$ cat src/rtl/qsgmii_lane_align_ctrl_if.sv
// QSGMII RX word stream into the lane aligner and the alignment status it
// returns to the splitter and per-port PCS link logic.
interface qsgmii_lane_align_ctrl_if;
    logic        rx_data_valid;
    logic [3:0]  rx_data_is_ctl;
    logic [31:0] rx_data;
    logic [3:0]  rx_symbol_err;
    logic [3:0]  rx_disparity_err;
    logic [1:0]  base_lane;
    logic        aligned;
    logic [1:0]  state;
    logic [15:0] realign_count;
    logic        comma_err;

    modport master (
        output rx_data_valid, rx_data_is_ctl, rx_data, rx_symbol_err, rx_disparity_err,
        input  base_lane, aligned, state, realign_count, comma_err
    );

    modport slave (
        input  rx_data_valid, rx_data_is_ctl, rx_data, rx_symbol_err, rx_disparity_err,
        output base_lane, aligned, state, realign_count, comma_err
    );
endinterface

$ cat src/rtl/qsgmii_lane_align_ctrl.sv
// QSGMII lane-0 marker (K28.1) alignment: hunt/confirm/lock qualification of the
// base lane so a single stray comma or bit error cannot rotate the lane mapping.
module qsgmii_lane_align_ctrl #(
    parameter int unsigned LOCK_COUNT   = 4,
    parameter int unsigned UNLOCK_COUNT = 3,
    parameter int unsigned TIMEOUT      = 16383
) (
    input  logic                           clk,
    input  logic                           rst,
    qsgmii_lane_align_ctrl_if.slave        align_if
);
    localparam int unsigned LANES  = 4;
    localparam int unsigned CNT_W  = $clog2(LOCK_COUNT + 1);
    localparam int unsigned MM_W   = $clog2(UNLOCK_COUNT + 1);
    localparam int unsigned TO_W   = $clog2(TIMEOUT + 1);
    localparam logic [7:0]  K28_1  = 8'h3c;

    typedef enum logic [1:0] {
        ST_HUNT    = 2'd0,
        ST_CONFIRM = 2'd1,
        ST_LOCKED  = 2'd2
    } state_t;

    state_t            r_state, w_state_nxt;
    logic [1:0]        r_cand, w_cand_nxt;
    logic [1:0]        r_base_lane, w_base_lane_nxt;
    logic [CNT_W-1:0]  r_cnt, w_cnt_nxt, w_cnt_inc;
    logic [MM_W-1:0]   r_mm, w_mm_nxt, w_mm_inc;
    logic [TO_W-1:0]   r_to, w_to_nxt, w_to_inc;
    logic              r_aligned, w_aligned_nxt;
    logic [15:0]       r_realign_count, w_realign_count_nxt;
    logic              r_comma_err, w_comma_err_nxt;
    logic              w_unlock;

    logic [2:0]        w_nmatch;
    logic [1:0]        w_hitlane;
    logic              w_hit, w_multi;

    // Per-lane K28.1 detect; errored lanes never qualify.
    always_comb begin : comma_detect
        w_nmatch  = 3'd0;
        w_hitlane = 2'd0;
        for (int g = 0; g < LANES; g++) begin
            if (align_if.rx_data_is_ctl[g] && align_if.rx_data[g*8 +: 8] == K28_1 &&
                !align_if.rx_symbol_err[g] && !align_if.rx_disparity_err[g]) begin
                w_hitlane = 2'(g);
                w_nmatch  = w_nmatch + 3'd1;
            end
        end
    end

    assign w_hit   = (w_nmatch == 3'd1);
    assign w_multi = (w_nmatch > 3'd1);

    always_comb begin : next_state
        w_state_nxt         = r_state;
        w_cand_nxt          = r_cand;
        w_base_lane_nxt     = r_base_lane;
        w_cnt_nxt           = r_cnt;
        w_mm_nxt            = r_mm;
        w_to_nxt            = r_to;
        w_aligned_nxt       = r_aligned;
        w_realign_count_nxt = r_realign_count;
        w_comma_err_nxt     = 1'b0;
        w_unlock            = 1'b0;
        w_cnt_inc           = r_cnt + CNT_W'(1);
        w_mm_inc            = r_mm + MM_W'(1);
        w_to_inc            = r_to + TO_W'(1);

        if (align_if.rx_data_valid) begin
            unique case (r_state)
                ST_HUNT: begin
                    w_to_nxt = '0;
                    if (w_hit) begin
                        w_cand_nxt  = w_hitlane;
                        w_cnt_nxt   = CNT_W'(1);
                        w_state_nxt = ST_CONFIRM;
                    end
                end
                ST_CONFIRM: begin
                    if (w_hit) begin
                        w_to_nxt = '0;
                        if (w_hitlane == r_cand) begin
                            w_cnt_nxt = w_cnt_inc;
                            if (w_cnt_inc == CNT_W'(LOCK_COUNT)) begin
                                w_state_nxt     = ST_LOCKED;
                                w_base_lane_nxt = r_cand;
                                w_aligned_nxt   = 1'b1;
                                w_mm_nxt        = '0;
                            end
                        end else begin
                            w_cand_nxt = w_hitlane;
                            w_cnt_nxt  = CNT_W'(1);
                        end
                    end else if (w_multi) begin
                        w_state_nxt     = ST_HUNT;
                        w_comma_err_nxt = 1'b1;
                        w_to_nxt        = '0;
                    end else if (w_to_inc == TO_W'(TIMEOUT)) begin
                        w_state_nxt = ST_HUNT;
                        w_to_nxt    = '0;
                    end else begin
                        w_to_nxt = w_to_inc;
                    end
                end
                ST_LOCKED: begin
                    if (w_hit && w_hitlane == r_base_lane) begin
                        w_mm_nxt = '0;
                        w_to_nxt = '0;
                    end else if (w_hit || w_multi) begin
                        w_comma_err_nxt = 1'b1;
                        w_mm_nxt        = w_mm_inc;
                        w_unlock        = (w_mm_inc == MM_W'(UNLOCK_COUNT));
                    end else if (w_to_inc == TO_W'(TIMEOUT)) begin
                        w_unlock = 1'b1;
                    end else begin
                        w_to_nxt = w_to_inc;
                    end
                end
                default: w_state_nxt = ST_HUNT;
            endcase

            // Mismatch and timeout share one exit so realign_count moves once.
            if (w_unlock) begin
                w_state_nxt   = ST_HUNT;
                w_aligned_nxt = 1'b0;
                w_to_nxt      = '0;
                w_mm_nxt      = '0;
                if (r_realign_count != 16'hffff) begin
                    w_realign_count_nxt = r_realign_count + 16'd1;
                end
            end
        end
    end

    always_ff @(posedge clk or posedge rst) begin : state_reg
        if (rst) begin
            r_state         <= ST_HUNT;
            r_cand          <= 2'd0;
            r_base_lane     <= 2'd0;
            r_cnt           <= '0;
            r_mm            <= '0;
            r_to            <= '0;
            r_aligned       <= 1'b0;
            r_realign_count <= 16'd0;
            r_comma_err     <= 1'b0;
        end else begin
            r_state         <= w_state_nxt;
            r_cand          <= w_cand_nxt;
            r_base_lane     <= w_base_lane_nxt;
            r_cnt           <= w_cnt_nxt;
            r_mm            <= w_mm_nxt;
            r_to            <= w_to_nxt;
            r_aligned       <= w_aligned_nxt;
            r_realign_count <= w_realign_count_nxt;
            r_comma_err     <= w_comma_err_nxt;
        end
    end

    assign align_if.state         = r_state;
    assign align_if.base_lane     = r_base_lane;
    assign align_if.aligned       = r_aligned;
    assign align_if.realign_count = r_realign_count;
    assign align_if.comma_err     = r_comma_err;

endmodule

$ cat src/flat_wrapper.sv
// flat-port wrapper written by rule: the top's interface ports become plain ports
module qsgmii_lane_align_ctrl_flat 
#(
    parameter int unsigned LOCK_COUNT   = 4,
    parameter int unsigned UNLOCK_COUNT = 3,
    parameter int unsigned TIMEOUT      = 16383
)
  (clk, rst, align_if_rx_data_valid, align_if_rx_data_is_ctl, align_if_rx_data, align_if_rx_symbol_err, align_if_rx_disparity_err, align_if_base_lane, align_if_aligned, align_if_state, align_if_realign_count, align_if_comma_err);
  qsgmii_lane_align_ctrl_if align_if_i ();
  input  logic clk;
  input  logic rst;
  input wire logic [$bits(align_if_i.rx_data_valid)-1:0] align_if_rx_data_valid;
  input wire logic [$bits(align_if_i.rx_data_is_ctl)-1:0] align_if_rx_data_is_ctl;
  input wire logic [$bits(align_if_i.rx_data)-1:0] align_if_rx_data;
  input wire logic [$bits(align_if_i.rx_symbol_err)-1:0] align_if_rx_symbol_err;
  input wire logic [$bits(align_if_i.rx_disparity_err)-1:0] align_if_rx_disparity_err;
  output wire logic [$bits(align_if_i.base_lane)-1:0] align_if_base_lane;
  output wire logic [$bits(align_if_i.aligned)-1:0] align_if_aligned;
  output wire logic [$bits(align_if_i.state)-1:0] align_if_state;
  output wire logic [$bits(align_if_i.realign_count)-1:0] align_if_realign_count;
  output wire logic [$bits(align_if_i.comma_err)-1:0] align_if_comma_err;
  assign align_if_i.rx_data_valid = align_if_rx_data_valid;
  assign align_if_i.rx_data_is_ctl = align_if_rx_data_is_ctl;
  assign align_if_i.rx_data = align_if_rx_data;
  assign align_if_i.rx_symbol_err = align_if_rx_symbol_err;
  assign align_if_i.rx_disparity_err = align_if_rx_disparity_err;
  assign align_if_base_lane = align_if_i.base_lane;
  assign align_if_aligned = align_if_i.aligned;
  assign align_if_state = align_if_i.state;
  assign align_if_realign_count = align_if_i.realign_count;
  assign align_if_comma_err = align_if_i.comma_err;
  qsgmii_lane_align_ctrl #(.LOCK_COUNT(LOCK_COUNT), .UNLOCK_COUNT(UNLOCK_COUNT), .TIMEOUT(TIMEOUT)) u_core (.clk(clk), .rst(rst), .align_if(align_if_i));
endmodule
$ cat config.mk
export PLATFORM = sky130hd
export DESIGN_NAME = qsgmii_lane_align_ctrl_flat
export DESIGN_NICKNAME = d
export VERILOG_FILES = /design/src/rtl/qsgmii_lane_align_ctrl_if.sv /design/src/rtl/qsgmii_lane_align_ctrl.sv /design/src/flat_wrapper.sv
export SDC_FILE = /design/constraint.sdc
export NUM_CORES = 1
export LEC_CHECK = 0
export CORE_ASPECT_RATIO = 0.5
export CORE_MARGIN = 2
export CORE_UTILIZATION = 41
export DETAILED_ROUTE_END_ITERATION = 6
export GPL_TIMING_DRIVEN = 1
export PLACE_DENSITY = 0.82
export SLEW_MARGIN = 20
export SYNTH_ARGS = -nofsm -noshare
export SYNTH_HDL_FRONTEND = slang
export SYNTH_SLANG_ARGS = --single-unit
$ cat constraint.sdc
create_clock -name clk -period 2.65 [get_ports clk]
set_input_delay 0.53 -clock clk [delete_from_list [all_inputs] [get_ports clk]]
set_output_delay 0.53 -clock clk [all_outputs]
set_load 0.01 [all_outputs]
**After elaboration in Yosys (flattened, before gate mapping)**

Index checks and enable logic that the tools add are counted.

- Bits in registers: 43
- Latch bits: 0
- RAM bits: 0
- ROM bits: 0
- Output and inout port bits: 22
- Word-level logic and storage cells: 136
- Memories: 0

- $add $sub $neg: 7
- Multipliers: 0
- Divide/modulo/power cells: 0
- Order comparisons: 1
- Equal/unequal tests: 27
- Shifts and indexed selects: 0
- Muxes and demuxes: 54
- Bitwise operators: 0
- Reduce and logical (&&, ||, !) cells: 38

Operator list:

| kind | count |
|---|---|
| $mux W14 | 7 |
| $pmux W14 S3 | 1 |
| $mux W2 | 18 |
| $eq A8 B6 Y1 const B | 4 |
| $mux W3 | 6 |
| $mux W1 | 17 |
| $add A16 B1 Y16 const B | 1 |
| $ne A16 B16 Y1 const B | 1 |
| $reduce_and A5 Y1 | 3 |
| $add A14 B1 Y14 const B | 1 |
| $eq A14 B14 Y1 const B | 1 |
| $logic_and A1 B1 Y1 | 13 |
| $ne A3 B1 Y1 const B | 4 |
| $ne A4 B4 Y1 const B | 3 |
| $reduce_and A6 Y1 | 2 |
| $reduce_bool A2 Y1 | 5 |
| $add A3 B1 Y3 const B | 3 |
| $logic_not A1 Y1 | 8 |
| $pmux W2 S2 | 2 |
| $reduce_and A4 Y1 | 2 |
| $ne A2 B1 Y1 const B | 3 |
| $pmux W2 S3 | 1 |
| $pmux W3 S2 | 1 |
| $ne A5 B1 Y1 const B | 1 |
| 17 further kinds | 19 |

**Longest topological paths before layout**

Gate-level depths: netlist of run 1.

- Word-level depth: 19
- Gate-level depth with buffers: 17

**Worst setup path before layout of run 1**

OpenSTA, ideal clock, no wires.

- Path kind: input -> register
- From: in align_if_rx_data[15]
- To: reg u_core.r_realign_count[15], in the netlist u_core.align_if.realign_count[15]
- Setup time: 80 ps
- Data arrival time: 4,229 ps
- Required time: 2,570 ps
- Slack: -1,659 ps
- Stages on the path: 16
- Path buffers: 1
- Cell sequence: nor4bb_1 > nand3_1 > inv_1 > ha_1 > xnor2_1 > inv_1 > ha_1 > nand2b_1 > or4_4 > a22oi_4 > nand2_1 > a2bb2oi_1 > or4_1 > buf_2 > nor4_4 > xnor2_1

- Word-level cells in the longest chain between the ends: 16

Ends and longest elaborated chain:

| element | line | RTL |
|---|---|---|
| start, declared | flat_wrapper.sv:14 | `input wire logic [$bits(align_if_i.rx_data)-1:0] align_if_rx_data;` |
| $eq A8 B6 Y1 * | qsgmii_lane_align_ctrl.sv:44 | `if (align_if.rx_data_is_ctl[g] && align_if.rx_data[g*8 +: 8] == K28_1 &&` |
| $logic_and A1 B1 Y1 * (2 in series) | qsgmii_lane_align_ctrl.sv:44 |  |
| $logic_and A1 B1 Y1 * | qsgmii_lane_align_ctrl.sv:45 | `!align_if.rx_symbol_err[g] && !align_if.rx_disparity_err[g]) begin` |
| $mux W3 | qsgmii_lane_align_ctrl.sv:44 |  |
| $add A3 B1 Y3 | qsgmii_lane_align_ctrl.sv:47 | `w_nmatch = w_nmatch + 3'd1;` |
| $mux W3 | qsgmii_lane_align_ctrl.sv:44 |  |
| $add A3 B1 Y3 | qsgmii_lane_align_ctrl.sv:47 |  |
| $mux W3 | qsgmii_lane_align_ctrl.sv:44 |  |
| $gt A3 B1 Y1 or $eq A3 B1 Y1 (tied branches) | qsgmii_lane_align_ctrl.sv:53, qsgmii_lane_align_ctrl.sv:52 |  |
| $logic_or A1 B1 Y1 | qsgmii_lane_align_ctrl.sv:110 | `end else if (w_hit \|\| w_multi) begin` |
| $mux W1 | qsgmii_lane_align_ctrl.sv:110 |  |
| $mux W1 * | qsgmii_lane_align_ctrl.sv:107 | `if (w_hit && w_hitlane == r_base_lane) begin` |
| $mux W1 * | qsgmii_lane_align_ctrl.sv:71 | `unique case (r_state)` |
| $mux W1 * | qsgmii_lane_align_ctrl.sv:70 | `if (align_if.rx_data_valid) begin` |
| $reduce_and A3 Y1 (no source line) * | -- |  |
| end signal, assigned | qsgmii_lane_align_ctrl.sv:155 | `r_realign_count <= w_realign_count_nxt;` |
| end, declared | qsgmii_lane_align_ctrl.sv:31 | `logic [15:0] r_realign_count, w_realign_count_nxt;` |

Mark *: on every way between the ends. The rest lies on a longest branch, timed or not. The select of a mux whose other input is x is not followed.
A chain may end at the register's enable or synchronous reset.

**Worst setup path in the final report of run 1**

- From: in align_if_rx_data[20]
- To: reg u_core.r_mm[0]

- Word-level cells in the longest chain between the ends: 15

Ends and longest elaborated chain:

| element | line | RTL |
|---|---|---|
| $eq A8 B6 Y1 * | qsgmii_lane_align_ctrl.sv:44 |  |
| $logic_and A1 B1 Y1 * (2 in series) | qsgmii_lane_align_ctrl.sv:44 |  |
| $logic_and A1 B1 Y1 * | qsgmii_lane_align_ctrl.sv:45 |  |
| $mux W3 | qsgmii_lane_align_ctrl.sv:44 |  |
| $add A3 B1 Y3 | qsgmii_lane_align_ctrl.sv:47 |  |
| $mux W3 | qsgmii_lane_align_ctrl.sv:44 |  |
| $gt A3 B1 Y1 or $eq A3 B1 Y1 (tied branches) | qsgmii_lane_align_ctrl.sv:53, qsgmii_lane_align_ctrl.sv:52 |  |
| $logic_or A1 B1 Y1 | qsgmii_lane_align_ctrl.sv:110 |  |
| $mux W1 | qsgmii_lane_align_ctrl.sv:110 |  |
| $mux W1 | qsgmii_lane_align_ctrl.sv:107 |  |
| $mux W1 | qsgmii_lane_align_ctrl.sv:71 |  |
| $mux W1 | qsgmii_lane_align_ctrl.sv:70 |  |
| $ne A4 B1 Y1 (no source line), or another cell as far along | -- |  |
| $reduce_and A6 Y1 (no source line) | -- |  |
| end signal, assigned | qsgmii_lane_align_ctrl.sv:152 | `r_mm <= w_mm_nxt;` |
| end, declared | qsgmii_lane_align_ctrl.sv:28 | `logic [MM_W-1:0] r_mm, w_mm_nxt, w_mm_inc;` |

Marked as above.

==> summary.md, run 1 <==
| Metric | Value |
|---|---|
| EDFF count, synth | 0 |
| Total GRT Usage | between 20% and 30% |
| Hold_buf cts | 0 |
| DR WL met2 | around 5.3 mm |
| Combinational Power Share | roughly a third |
| Layout cell share with drive strength beyond 1 | 37.67% |
| WL final | between 10 and 15 mm |
| Startpoint Class | input port |
| Met3 Wirelength | roughly 910 um |
| DRT met1 WL | 4.399 mm |
| Nets | approximately 500 |
| Endpoints failing setup | 43 |
| Residual DRC | 0 |
| Design internal power | between 0.001 and 0.0015 W |
| Arr. time, crit path | between 4 and 5 ns |
| Worst Setup Path Type | in -> reg |
| CTS Buf Count | 5 |
| VDD IR-drop max | about 0.30 mV |
| Dpl hpwl | 5.672 mm |
| Sequential cell area | between 1000 and 1500 um^2 |
| Power Total | between 0.002 and 0.0025 W |
| Sw Ratio | 33.76% |
| # port buffers | between 60 and 70 |
| Power per cell area | between 400 and 500 nW/um^2 |
| Post-layout min period | approximately 3.8 ns |
| Slew Limit Fails | 0 |
| Utilization after layout | 71.54% |
| Status | finished with violations |
| CP Data Required Time | 2.88 ns |
| Clk pwr share | 31.0% |
| Unique masters post-synth | 58 |
| Largest net degree at the start of global routing | 44 |
| Commonest non-fill, non-tap cell in the layout | buf_4 |
| Max FFs per register | 16 |
| # fillers | roughly 370 |
| Seq/Total Area, Yosys | 37.15% |
| Max Used Layer | met4 |
| Worst hold slack | roughly 0.5 ns |
| Ant. Diodes | 0 |
| Core ar. | just under 7000 um^2 |
| Period Utilization, post-route | 143.8% |
| Row cnt | 21 |
| Area growth syn-to-layout | 66.78% |
| Avg Cell Area, Syn | ~9.1 um^2 |
| CTS tree | done |
| Leakage | approximately 2.1 nW |
| Detailed-route via count | approximately 3,300 |
| First-pass GRT wire length | between 10 and 15 mm |
| Die height | approximately 63 um |
| Multi-input logic area | between 2000 and 2500 um^2 |
| CTS max path bufs | 2 |
| RePlAce Congestion | approximately 0.84 |
| Final Skew | approximately 0.0083 ns |
| Initial antenna violation count | 0 |
| Grt ovf | 0 |
| Pre-CTS setup slack | -1.724 ns |
| Syn Nets | 378 |
| Worst setup margin | -1.161 ns |
| Final total negative setup slack | -42.76 ns |
| Unrepaired setup endpoints after global routing | true |
| Flop-to-flop setup slack | -0.37 ns |
| Synthesized area | 2897 um^2 |
| Max Cap Viol | 0 |
| Ys async rst share | between 90% and 100% |
| Initial cell density of the core | between 40% and 50% |
| Clock sinks | 43 |
| Clk_lat worst skew | ~0.3 ns |
| Final Hold Vio Count | 0 |
| Fmax | between 200 and 300 MHz |
| Min-Delay Path Class | reg -> reg |
| Psw | 0.0007049 W |
| Seq pwr share | approximately 34% |
| Vias per cell | a little over 6 |
| Crit end category | flop |
| Slew HR | between 60 and 70% |
| Htree depth | 2 |
| Synthesis Warnings | 0 |
| Boundary Pins | between 60 and 70 |
| Initial drt markers | 380 |
| Final ANT Viol Nets | 0 |
| Failing checks | negative setup slack |
| Vias in the first global route | ~3,100 |
| Syn Inst Count | around 320 |
| Yosys reg bits | between 40 and 50 |
| Wire length per cell | 20.41 um |
| Clk slew on worst S/H paths | around 0.070 ns |
| Worst Tran Pin Value | between 0.5 and 0.6 ns |
| Die area | ~8000 um^2 |
| Synth Flop Type | dfrtp_1 |
| Most frequent cells in the layout | 52 x buf_4, 43 x dfrtp_1, 35 x clkdlybuf4s50_1 |
| Root buffer cell | clkbuf_16 |
| DR pass1 iterations | 5 |
| Crit Path Max Fanout | 4 |
| Die X | around 120 um |
through the flow:
| step | cells | instance area [um^2] |
|---|---|---|
| floorplan | 317 | 3005 |
| global placement | 520 | 4128 |
| detailed placement | 520 | 4128 |
| CTS | 541 | 4524 |
| global route | 546 | 4831 |
| finish | 546 | 4831 |
worst max-delay path: stages:
cell             delay (ns)
clkdlybuf4s15_1        0.17
or4bb_4                0.55
nor3_4                 0.26
xnor2_2                0.17
inv_1                  0.10
ha_4                   0.22
nand2b_4               0.13
or4_4                  0.42
a22oi_4                0.21
buf_6                  0.16
buf_6                  0.10
and2_4                 0.14
a21boi_2               0.06
a311o_1                0.35
buf_4                  0.17
nor3_2                 0.14
a21o_1                 0.14
area by class of cell:
| cell class | count | area share [%] |
|---|---|---|
| multi-input cells | 248 | 46.54 |
| repair buffers | 135 | 24.16 |
| flip-flops and latches | 43 | 22.27 |
| clock buffers | 5 | 2.590 |
| well taps | 92 | 2.383 |
| inverters | 20 | 1.554 |
| clock inverters | 3 | 0.4921 |
layer usage:
layer | vias up | track usage, %
met4 | 0 | 7.615
met2 | 219 | 42.27
met3 | 58 | 4.348
met5 | - | 0
met1 | 1583 | 30.54
li1 | 1444 | -
power groups by stage:
stage          clock [W]  sequential (W)  combinational, W
3_5_place_dp           0        0.000715          0.000474
5_1_grt         0.000675        0.000707          0.000774
4_1_cts         0.000629        0.000703          0.000537
3_3_place_gp           0        0.000714          0.000467
6_report        0.000647        0.000705          0.000735
2_1_floorplan          0        0.000722          0.000247
final timing paths:
kind                                                   from  depth (start not counted)                                 to
min in group asynchronous                               rst                          3          u_core.align_if.comma_err
setup reg to reg                             u_core.r_to[4]                         10           u_core.align_if.state[0]
setup / recovery                       align_if_rx_data[20]                         17                     u_core.r_mm[0]
max in group asynchronous                               rst                          3  u_core.align_if.realign_count[14]
hold reg to reg            u_core.align_if.realign_count[8]                          1   u_core.align_if.realign_count[8]
hold / removal             u_core.align_if.realign_count[8]                          1   u_core.align_if.realign_count[8]
cells by family after synthesis:
| kind of cell | count (synthesis) | synth area share (%) |
|---|---|---|
| AND/OR/NAND/NOR | 138 | 28.12 |
| AO/OA/AOI/OAI | 70 | 16.89 |
| flip-flops | 43 | 37.15 |
| buffers and inverters | 26 | 3.455 |
| XOR/XNOR | 20 | 6.048 |
| adder cells (fa/ha/maj) | 14 | 6.048 |
| multiplexers | 6 | 2.289 |
cell usage after synthesis (4+ instances only):
library cell	count	area share (%)
a31oi_1	6	1.3
xor2_1	6	1.8
nand2_1	37	4.8
nand2b_1	8	1.7
o21ai_0	18	3.1
ha_1	14	6.0
mux2_2	5	1.9
nand4_1	10	2.2
and2_1	5	1.1
nand3_1	17	2.9
a2bb2oi_1	4	1.2
and3_1	10	2.2
o31ai_1	7	1.8
a21oi_1	7	1.2
inv_1	20	2.6
xnor2_1	14	4.2
a21o_1	4	1.0
nor4bb_1	5	1.7
nor2b_1	5	1.1
o22ai_1	4	0.86
nor2_1	12	1.6
dfrtp_1	43	37
what timing repair did:
item,CTS,global route
pin swaps,24,27
endpoints found under the setup margin,43,43
buffers inserted,13,7
cloned,0,2
resized for setup,113,75
No activity file was read; power rests on OpenSTA's default activity.
==> inputs of run 2 (changes only) <==
Settings changed: CORE_UTILIZATION 41 to 24, PLACE_DENSITY 0.82 to 0.57, SKIP_CTS_REPAIR_TIMING from default to 1.
==> summary.md, run 2 (synthesis results as in run 1) <==
| Metric | Value |
|---|---|
| Status | finished with violations |
| Failing checks | negative setup slack |
| Initial antenna violation count | 0 (unchanged) |
| Worst Tran Pin Value | 0.5563 ns (-0.006035 ns) |
| Area growth syn-to-layout | 76.54% |
| Cell chain of the critical path | buf_6, or4bb_4, nor3_4, xnor2_2, inv_1, ha_4, nand2b_4, or4_4, a22oi_4, nand2_2, a2bb2oi_4, or4_1, buf_6, nor4_4, xor2_1 |
| R2r startpoint | u_core.r_to[0] |
| Hold Crit Endpoint | u_core.r_mm[1] |
| Period Utilization, post-route | 140.1% (-3.8 points) |
| Core ar. | 11,810 um^2 (+75%) |
| CTS Buf Count | 5 (unchanged) |
| Unrepaired setup endpoints after global routing | true |
| Vias in the first global route | 2,695 (-14%) |
| Slowest library cell on the worst path | or4bb_4 |
| # port buffers | 68 (unchanged) |
| Arr. time, crit path | 3.93 ns (-0.11 ns) |
| Endpoints failing setup | 43 (unchanged) |
| Crit Path Max Fanout | 6 (+2) |
| Leakage | 2.446 nW (+14%) |
| Layout Cells excl Fill | 621 (+14%) |
| Slew HR | 62.63% (+0.12 points) |
| Dpl hpwl | 6.143 mm (+8.3%) |
| DR pass1 iterations | 4 (-1) |
| Root buffer cell | clkbuf_16 |
| Most frequent cells in the layout | 54 x buf_4, 43 x dfrtp_1, 35 x clkdlybuf4s50_1 |
| Commonest non-fill, non-tap cell in the layout | buf_4 |
| Crit end category | flop |
| DP Cell Count | 600 (+15%) |
| Startpoint Class | input port |
| Final Hold Vio Count | 0 (unchanged) |
| Grt ovf | 0 (unchanged) |
| Min-Delay Path Class | reg -> reg |
| Max FFs per register | 16 (unchanged) |
| Worst hold start | u_core.r_mm[1] |
| Most used cell, CP | buf_6 |
| Row cnt | 28 (+33%) |
| CTS max path bufs | 2 (unchanged) |
| CP Data Required Time | 2.87 ns (about the same) |
| Placed inst area | 4272 um^2 (+3.5%) |
| First-pass GRT wire length | 13.03 mm (-13%) |
| Worst Setup Path Type | in -> reg |
| Layout cell share with drive strength beyond 1 | 34.43% (-3.2 points) |
| Flop-to-flop setup slack | -0.06 ns (+0.31 ns) |
| Htree depth | 2 (unchanged) |
| Detailed-route via count | 2,918 (-12%) |
| Final ANT Viol Nets | 0 (unchanged) |
| Ant. Diodes | 0 (unchanged) |
| Final instance area | 5114 um^2 (+5.9%) |
| Clk slew on worst S/H paths | 0.06 ns (about the same) |
| Die area | 13,020 um^2 (+67%) |
| Post-layout min period | 3.712 ns (-0.09943 ns) |
| Fmax | 269.4 MHz (+2.7%) |
| Total GRT Usage | 12.26% (-12 points) |
| Worst path max stage delay | 0.56 ns (about the same) |
| Die X | 159.4 um (+30%) |
| Initial cell density of the core | 24.53% (-18 points) |
| Largest net degree at the start of global routing | 24 (-45%) |
| Hold Path Depth | 2 (+1) |
| CTS tree | done |
| # fillers | 1,093 (+200%) |
| Vias per cell | 4.699 (-22%) |
| Nets | 516 (+0.39%) |
| Max Cap Viol | 0 (unchanged) |
| WL final | 8.988 mm (-19%) |
| Clock sinks | 43 (unchanged) |
| Final Skew | 0.005548 ns (-0.002800 ns) |
| Reg2reg end | u_core.align_if.state[0] |
| Clk_lat worst skew | 0.29 ns (about the same) |
| Boundary Pins | 69 (unchanged) |
| RePlAce Congestion | 0.7448 (-11%) |
| Worst setup margin | -1.062 ns (+0.09943 ns) |
| Residual DRC | 0 (unchanged) |
| Initial drt markers | 126 (-67%) |
| Reg2reg path depth | 11 (+1) |
| Die height | 81.68 um (+29%) |
| Slew Limit Fails | 0 (unchanged) |
| Setup crit start | align_if_rx_data[16] |
| VDD IR-drop max | 0.3466 mV (+16%) |
| Power per cell area | 410.4 nW/um^2 (-5.0%) |
| Wire length per cell | 14.47 um (-29%) |
-- run 2: critical path: cells and delay by family --
kind,cells,cell delay (ns)
AOI/OAI and AO/OA,2,0.42
xor gates and xnor gates,2,0.32
adders and majority gates,1,0.22
buffers and inverters,3,0.36
and+or+nand+nor,7,2.09
-- run 2: report_power, final --
group / total (W) / internal, W / switching [W]
registers: 0.000704 / 0.000678 / 0.0000266
logic: 0.000669 / 0.000343 / 0.000326
clock network: 0.000725 / 0.000445 / 0.000280
total: 0.00210 / 0.00147 / 0.000632
-- run 2: routing by layer --
| layer | share of wire (%) | GRT usage [%] |
|---|---|---|
| met3 | 1.9 | 1.919 |
| met2 | 49 | 20.52 |
| met1 | 47 | 16.83 |
| met5 | 0 | 0 |
| met4 | 1.3 | 3.000 |
-- run 2: metrics by stage --
step	util, %	total power, W	hold WS (ns)	setup TNS [ns]	setup slack, ns
global placement	36.18	0.001185	0.4641	-62.70	-1.600
CTS	37.61	0.001921	0.4885	-50.67	-1.321
finish	43.31	0.002099	0.4860	-40.39	-1.062
floorplan	-	0.0009685	0.4526	-40.92	-1.189
global route	43.31	0.002193	0.5181	-45.67	-1.189
detailed placement	36.18	0.001189	0.4749	-63.60	-1.614
-- run 2: final cells by class --
cell class,instances,area (um^2),area share (%)
Clock inverter,3,43.79,0.8564
Tap cell,165,206.4,4.037
Sequential cell,43,1076,21.04
Timing Repair Buffer,137,1341,26.23
Multi-Input combinational cell,248,2246,43.92
Clock buffer,5,125.1,2.447
Inverter,20,75.07,1.468
-- run 2: worst max-delay path by stage --
stage                                              to  slack [ns]  depth (start not counted)
finish              u_core.align_if.realign_count[13]       -1.06                         15
CTS                 u_core.align_if.realign_count[13]       -1.32                         15
floorplan           u_core.align_if.realign_count[13]       -1.19                         14
global route                           u_core.r_to[8]       -1.19                         16
detailed placement  u_core.align_if.realign_count[13]       -1.61                         15
global placement    u_core.align_if.realign_count[13]       -1.60                         15
